### src/rtl/lsu_mshr_resp_arb.sv
// lsu_mshr_resp_arb
// Merges the dcache (dc) and shared-memory (sh) response streams into the
// single MSHR response port. Each source has a one-entry holding buffer, so
// the input-to-output latency is one cycle. A source can refill in the same
// cycle its buffer drains. A grant that meets backpressure is locked, which
// keeps the presented beat stable until it is taken.
//
// Optional feature macro: LSU_MSHR_RESP_ARB_RR_EN
//   defined   -> round-robin between dc and sh when both buffers are full
//   undefined -> fixed priority, dc over sh (no pointer register)
//
// Ports
//   clk, rst_n                  clock, asynchronous active-low reset
//   {dc,sh}_valid_i/_ready_o    per-source input handshake
//   {dc,sh}_instrid_i           MSHR entry id of the response
//   {dc,sh}_data_i              per-thread response data (XLEN*NUM_THREAD)
//   {dc,sh}_activemask_i        per-thread active mask
//   to_mshr_valid_o/_ready_i    output handshake toward the MSHR
//   to_mshr_instrid_o/_data_o/_activemask_o  payload of the granted buffer
//   to_mshr_src_o               granted source, 0 = dc, 1 = sh
//   busy_o                      high while any holding buffer is full
module lsu_mshr_resp_arb #(
  parameter int LSU_NMSHRENTRY = 8,
  parameter int XLEN           = 32,
  parameter int NUM_THREAD     = 4,
  localparam int IDW = (LSU_NMSHRENTRY > 1) ? $clog2(LSU_NMSHRENTRY) : 1,
  localparam int DW  = XLEN * NUM_THREAD
) (
  input  logic                  clk,
  input  logic                  rst_n,
  input  logic                  dc_valid_i,
  output logic                  dc_ready_o,
  input  logic [IDW-1:0]        dc_instrid_i,
  input  logic [DW-1:0]         dc_data_i,
  input  logic [NUM_THREAD-1:0] dc_activemask_i,
  input  logic                  sh_valid_i,
  output logic                  sh_ready_o,
  input  logic [IDW-1:0]        sh_instrid_i,
  input  logic [DW-1:0]         sh_data_i,
  input  logic [NUM_THREAD-1:0] sh_activemask_i,
  output logic                  to_mshr_valid_o,
  input  logic                  to_mshr_ready_i,
  output logic [IDW-1:0]        to_mshr_instrid_o,
  output logic [DW-1:0]         to_mshr_data_o,
  output logic [NUM_THREAD-1:0] to_mshr_activemask_o,
  output logic                  to_mshr_src_o,
  output logic                  busy_o
);

  logic                  full_dc_q, full_dc_d;
  logic                  full_sh_q, full_sh_d;
  logic                  lock_q, lock_d;
  logic                  lock_src_q, lock_src_d;
  logic [IDW-1:0]        dc_id_q, sh_id_q;
  logic [DW-1:0]         dc_data_q, sh_data_q;
  logic [NUM_THREAD-1:0] dc_mask_q, sh_mask_q;

  logic grant;     // 0 = dc, 1 = sh
  logic hs;
  logic acc_dc, acc_sh;

`ifdef LSU_MSHR_RESP_ARB_RR_EN
  // Value of the pointer is the source favoured on the next contention.
  logic rr_ptr_q, rr_ptr_d;
`endif

  always_comb begin
    if (lock_q) begin
      grant = lock_src_q;
    end else if (full_dc_q && full_sh_q) begin
`ifdef LSU_MSHR_RESP_ARB_RR_EN
      grant = rr_ptr_q;
`else
      grant = 1'b0;
`endif
    end else begin
      grant = !full_dc_q && full_sh_q;
    end
  end

  assign to_mshr_valid_o = full_dc_q || full_sh_q;
  assign hs              = to_mshr_valid_o && to_mshr_ready_i;
  assign busy_o          = full_dc_q || full_sh_q;
  assign to_mshr_src_o   = grant;

  // A full buffer still accepts when it is the one draining this cycle.
  assign dc_ready_o = !full_dc_q || (!grant && to_mshr_ready_i);
  assign sh_ready_o = !full_sh_q || (grant && to_mshr_ready_i);
  assign acc_dc     = dc_valid_i && dc_ready_o;
  assign acc_sh     = sh_valid_i && sh_ready_o;

  assign to_mshr_instrid_o    = grant ? sh_id_q   : dc_id_q;
  assign to_mshr_data_o       = grant ? sh_data_q : dc_data_q;
  assign to_mshr_activemask_o = grant ? sh_mask_q : dc_mask_q;

  always_comb begin
    full_dc_d  = full_dc_q;
    full_sh_d  = full_sh_q;
    lock_d     = lock_q;
    lock_src_d = lock_src_q;
    // Capture wins over drain so a same-cycle refill keeps the buffer full.
    if (acc_dc) full_dc_d = 1'b1;
    else if (hs && !grant) full_dc_d = 1'b0;
    if (acc_sh) full_sh_d = 1'b1;
    else if (hs && grant) full_sh_d = 1'b0;
    if (hs) begin
      lock_d = 1'b0;
    end else if (to_mshr_valid_o) begin
      lock_d     = 1'b1;
      lock_src_d = grant;
    end
  end

`ifdef LSU_MSHR_RESP_ARB_RR_EN
  assign rr_ptr_d = hs ? !grant : rr_ptr_q;
`endif

  always_ff @(posedge clk or negedge rst_n) begin
    if (!rst_n) begin
      full_dc_q  <= 1'b0;
      full_sh_q  <= 1'b0;
      lock_q     <= 1'b0;
      lock_src_q <= 1'b0;
`ifdef LSU_MSHR_RESP_ARB_RR_EN
      rr_ptr_q   <= 1'b0;
`endif
    end else begin
      full_dc_q  <= full_dc_d;
      full_sh_q  <= full_sh_d;
      lock_q     <= lock_d;
      lock_src_q <= lock_src_d;
`ifdef LSU_MSHR_RESP_ARB_RR_EN
      rr_ptr_q   <= rr_ptr_d;
`endif
    end
  end

  // Payload registers carry no reset; the full flags qualify them.
  always_ff @(posedge clk) begin
    if (acc_dc) begin
      dc_id_q   <= dc_instrid_i;
      dc_data_q <= dc_data_i;
      dc_mask_q <= dc_activemask_i;
    end
    if (acc_sh) begin
      sh_id_q   <= sh_instrid_i;
      sh_data_q <= sh_data_i;
      sh_mask_q <= sh_activemask_i;
    end
  end

endmodule
### config.mk
export PLATFORM = sky130hd
export DESIGN_NAME = lsu_mshr_resp_arb
export DESIGN_NICKNAME = d
export VERILOG_FILES = /design/src/rtl/lsu_mshr_resp_arb.sv
export SDC_FILE = /design/constraint.sdc
export NUM_CORES = 1
export LEC_CHECK = 0
export CORE_ASPECT_RATIO = 0.7
export CORE_MARGIN = 2
export CORE_UTILIZATION = 43
export CTS_CLUSTER_SIZE = 30
export DETAILED_ROUTE_END_ITERATION = 10
export PLACE_DENSITY = 0.8
export SYNTH_ARGS = -nofsm -noshare
export SYNTH_HDL_FRONTEND = slang
export SYNTH_SLANG_ARGS = --single-unit
### constraint.sdc
create_clock -name clk -period 15.1 [get_ports clk]
set_clock_uncertainty 0.05 [all_clocks]
set_input_delay 3.02 -clock clk [delete_from_list [all_inputs] [get_ports clk]]
set_output_delay 3.02 -clock clk [all_outputs]
set_load 0.02 [all_outputs]
==> results.py <==
metrics = {
    "timing": {
        "grt_setup_unrepaired": "false",
        "tightestPinTransition_ns": 1.024,
        "setup-tns-final_ns": 0,
        "setup_viol": 0,
        "period_share": 0.5098,
        "slew_viol_final": 0,
        "fin_crit_ns": 7.697,
        "max_slew_margin": 0.3177,
        "hold_viol": 0,
        "clock.fmax_mhz": 129.9,
        "hold_slack_ns": 0.5343,
    },
    "clocking": {
        "clockRootBuffer": "clkbuf_16",
        "cts_setup_buffers": 0,
        "clk_latency_ns": 0.52,
        "cts_resized": 0,
        "htreeDepth": 1,
        "cts_hold_buf": 0,
        "tritoncts": "yes",
        "cts.sinks": 274,
        "numCtsBuffers": 26,
        "clk_path_buf_depth": 3,
        "cts.clk_slew.worst_paths_ns": 0.06,
    },
    "route": {
        "vias": 5810,
        "via_per_inst": 4.814,
        "detail_route.wl_per_cell_microns": 21.37,
        "ant_nets": 0,
        "drtIter0Drc": 249,
        "drc": 0,
        "drt_pass1_iterations": 4,
        "routed_wl_mm": 25.79,
    },
    "synthesis": {
        "ys_warn_count": 0,
        "synth_edf_count": 270,
        "ys_ff_latch": 274,
        "synth_common_cells": "edfxtp_1, mux2_2, mux2_4",
        "synth_top_area_share": 0.8025,
        "syn-cell-area_sq_um": 10100,
        "ys.flop_type": "edfxtp_1",
        "yosysSeqAreaShare": 0.8124,
        "syn_inst": 445,
        "avgSynthCellArea_sq_um": 22.70,
        "syn-num-nets": 720,
        "yosys.cell_types.count": 18,
        "synth.most_common_cell": "edfxtp_1",
        "synth_area_leaders": "edfxtp_1, mux2_2, mux2_4, dfrtp_1, buf_6",
        "synth_largest_area_cell": "edfxtp_1",
        "async_reset_ff_frac": 0.01460,
    },
    "floorplanning": {
        "dieArea_sq_um": 24760,
        "io_pins": 415,
        "die_w_microns": 187.2,
        "core_area_sq_um": 22850,
        "rows": 46,
        "die_y_microns": 132.2,
        "start_util": 0.4422,
    },
    "critical_path": {
        "start_kind": "input pin",
        "required_ns": 12.03,
        "end_kind": "output port",
        "r2r_end": "sh_data_q[0]",
        "slowest_delay_ns": 0.55,
        "reg2regPathDepth": 4,
        "crit_buf_inv": 3,
        "cp_top_family": "buffers and inverters",
        "crit_path_max_fanout": 4,
        "crit_type": "in2out",
        "r2r-start": "lock_q",
        "path_cells": "clkdlybuf4s50_1, a21boi_0, inv_1, clkdlybuf4s50_1",
        "worst_path_most_repeated_cell": "clkdlybuf4s50_1",
        "cp.arrival_ns": 4.63,
        "r2r_slack_ns": 12.79,
        "worst_path_max_delay_cell": "clkdlybuf4s50_1",
    },
    "run_status": {
        "outcome": "finished clean",
    },
    "final_layout": {
        "nets": 1152,
        "drive_gt1_frac": 0.2025,
        "syn_to_final_growth_pct": 52.88,
        "fillCellCount": 1533,
        "instances_no_fill": 1207,
    },
    "hold_path": {
        "min_to": "lock_src_q",
        "hp-class": "reg2reg",
        "hold_path_depth": 1,
        "holdCritStartpoint": "full_dc_q",
    },
    "power": {
        "vdd_drop_max_v": 0.0001084,
        "cellLeakagePower_uw": 0.005420,
        "power.density_nw_per_um2": 129.2,
    },
    "placed_design": {
        "place.gp.congestion": 0.7887,
        "dp.cells": 1161,
        "dp_hpwl_mm": 18.13,
        "port-buffer-count": 414,
    },
    "flow_run": {
        "drv_cap": 0,
    },
    "global_route": {
        "grt_first_pass_wirelength_mm": 37.60,
        "grt_usage": 0.2010,
        "overflow": 0,
        "grt_max_degree": 73,
        "antenna_found_initial": 1,
        "grt_pass1_vias": 6196,
    },
}
layout by cell type (no fill, tap or decap), types with 2 or more instances in the layout:
master	count
clkbuf_1	6
clkbuf_16	27
clkdlybuf4s50_1	414
clkinv_1	4
buf_4	6
inv_1	2
or2_2	2
mux2_4	39
a21oi_1	3
mux2_2	96
nor2_1	3
nand2_1	2
dfrtp_1	4
bufinv_16	4
clkinv_2	2
edfxtp_1	270
registers in the layout, indices dropped and copies added, names as in the netlist:
signal and cells:
dc_data_q 128, sh_data_q 128, dc_mask_q 4, sh_mask_q 4
dc_id_q 3, sh_id_q 3, full_dc_q 1, full_sh_q 1
lock_q 1, lock_src_q 1
area by class of cell:
cell class              instances  area (sq um)  area share
diodes                          1         2.502   0.0001620
clock buffers                  33         698.2     0.04520
clock inverters                12         161.4     0.01045
inverters                       2         7.507   0.0004860
multi-input cells             153          1789      0.1158
flip-flops and latches        274          8208      0.5314
well taps                     312         390.4     0.02527
repair buffers                420          4189      0.2712
worst max-delay path by stage:
| stage | startpoint | endpoint | cells past startpoint |
|---|---|---|---|
| floorplan | to_mshr_ready_i | sh_data_q[0] | 2 |
| global route | to_mshr_ready_i | dc_ready_o | 4 |
| finish | to_mshr_ready_i | dc_ready_o | 4 |
| CTS | to_mshr_ready_i | dc_ready_o | 4 |
| detailed placement | to_mshr_ready_i | dc_ready_o | 4 |
| global placement | to_mshr_ready_i | dc_ready_o | 4 |
cell families after synthesis:
logic type,after synthesis,share of synthesized area
AOI/OAI and AO/OA,7,0.004209
and+or+nand+nor,11,0.005821
buffers and inverters,18,0.01263
DFF,274,0.8124
muxes,135,0.1650
metrics by stage:
stage / power (uW) / area [sq um] / util / setup WS (ns)
2_1_floorplan: 1159 / 10100 / - / 1.310
3_5_place_dp: 1357 / 14580 / 0.6383 / 7.370
6_report: 1996 / 15450 / 0.6760 / 7.403
4_1_cts: 2017 / 15440 / 0.6759 / 7.379
3_3_place_gp: 1349 / 14580 / 0.6383 / 7.492
5_1_grt: 2063 / 15450 / 0.6760 / 7.291
report_power, final:
group / internal (uW) / total, uW / switching [uW]
logic: 230 / 424 / 194
registers: 901 / 915 / 14.2
clock network: 393 / 657 / 264
total: 1520 / 2000 / 472
per-layer routing:
metal,vias to the layer above,wire (microns),share of wire,GRT usage
met3,45,2413,0.094,0.07000
li1,2629,-,-,-
met4,0,689,0.027,0.05159
met5,-,0,0,0
met1,2858,9409,0.36,0.2282
met2,278,13280,0.51,0.3629
No activity file was read; power rests on OpenSTA's default activity.
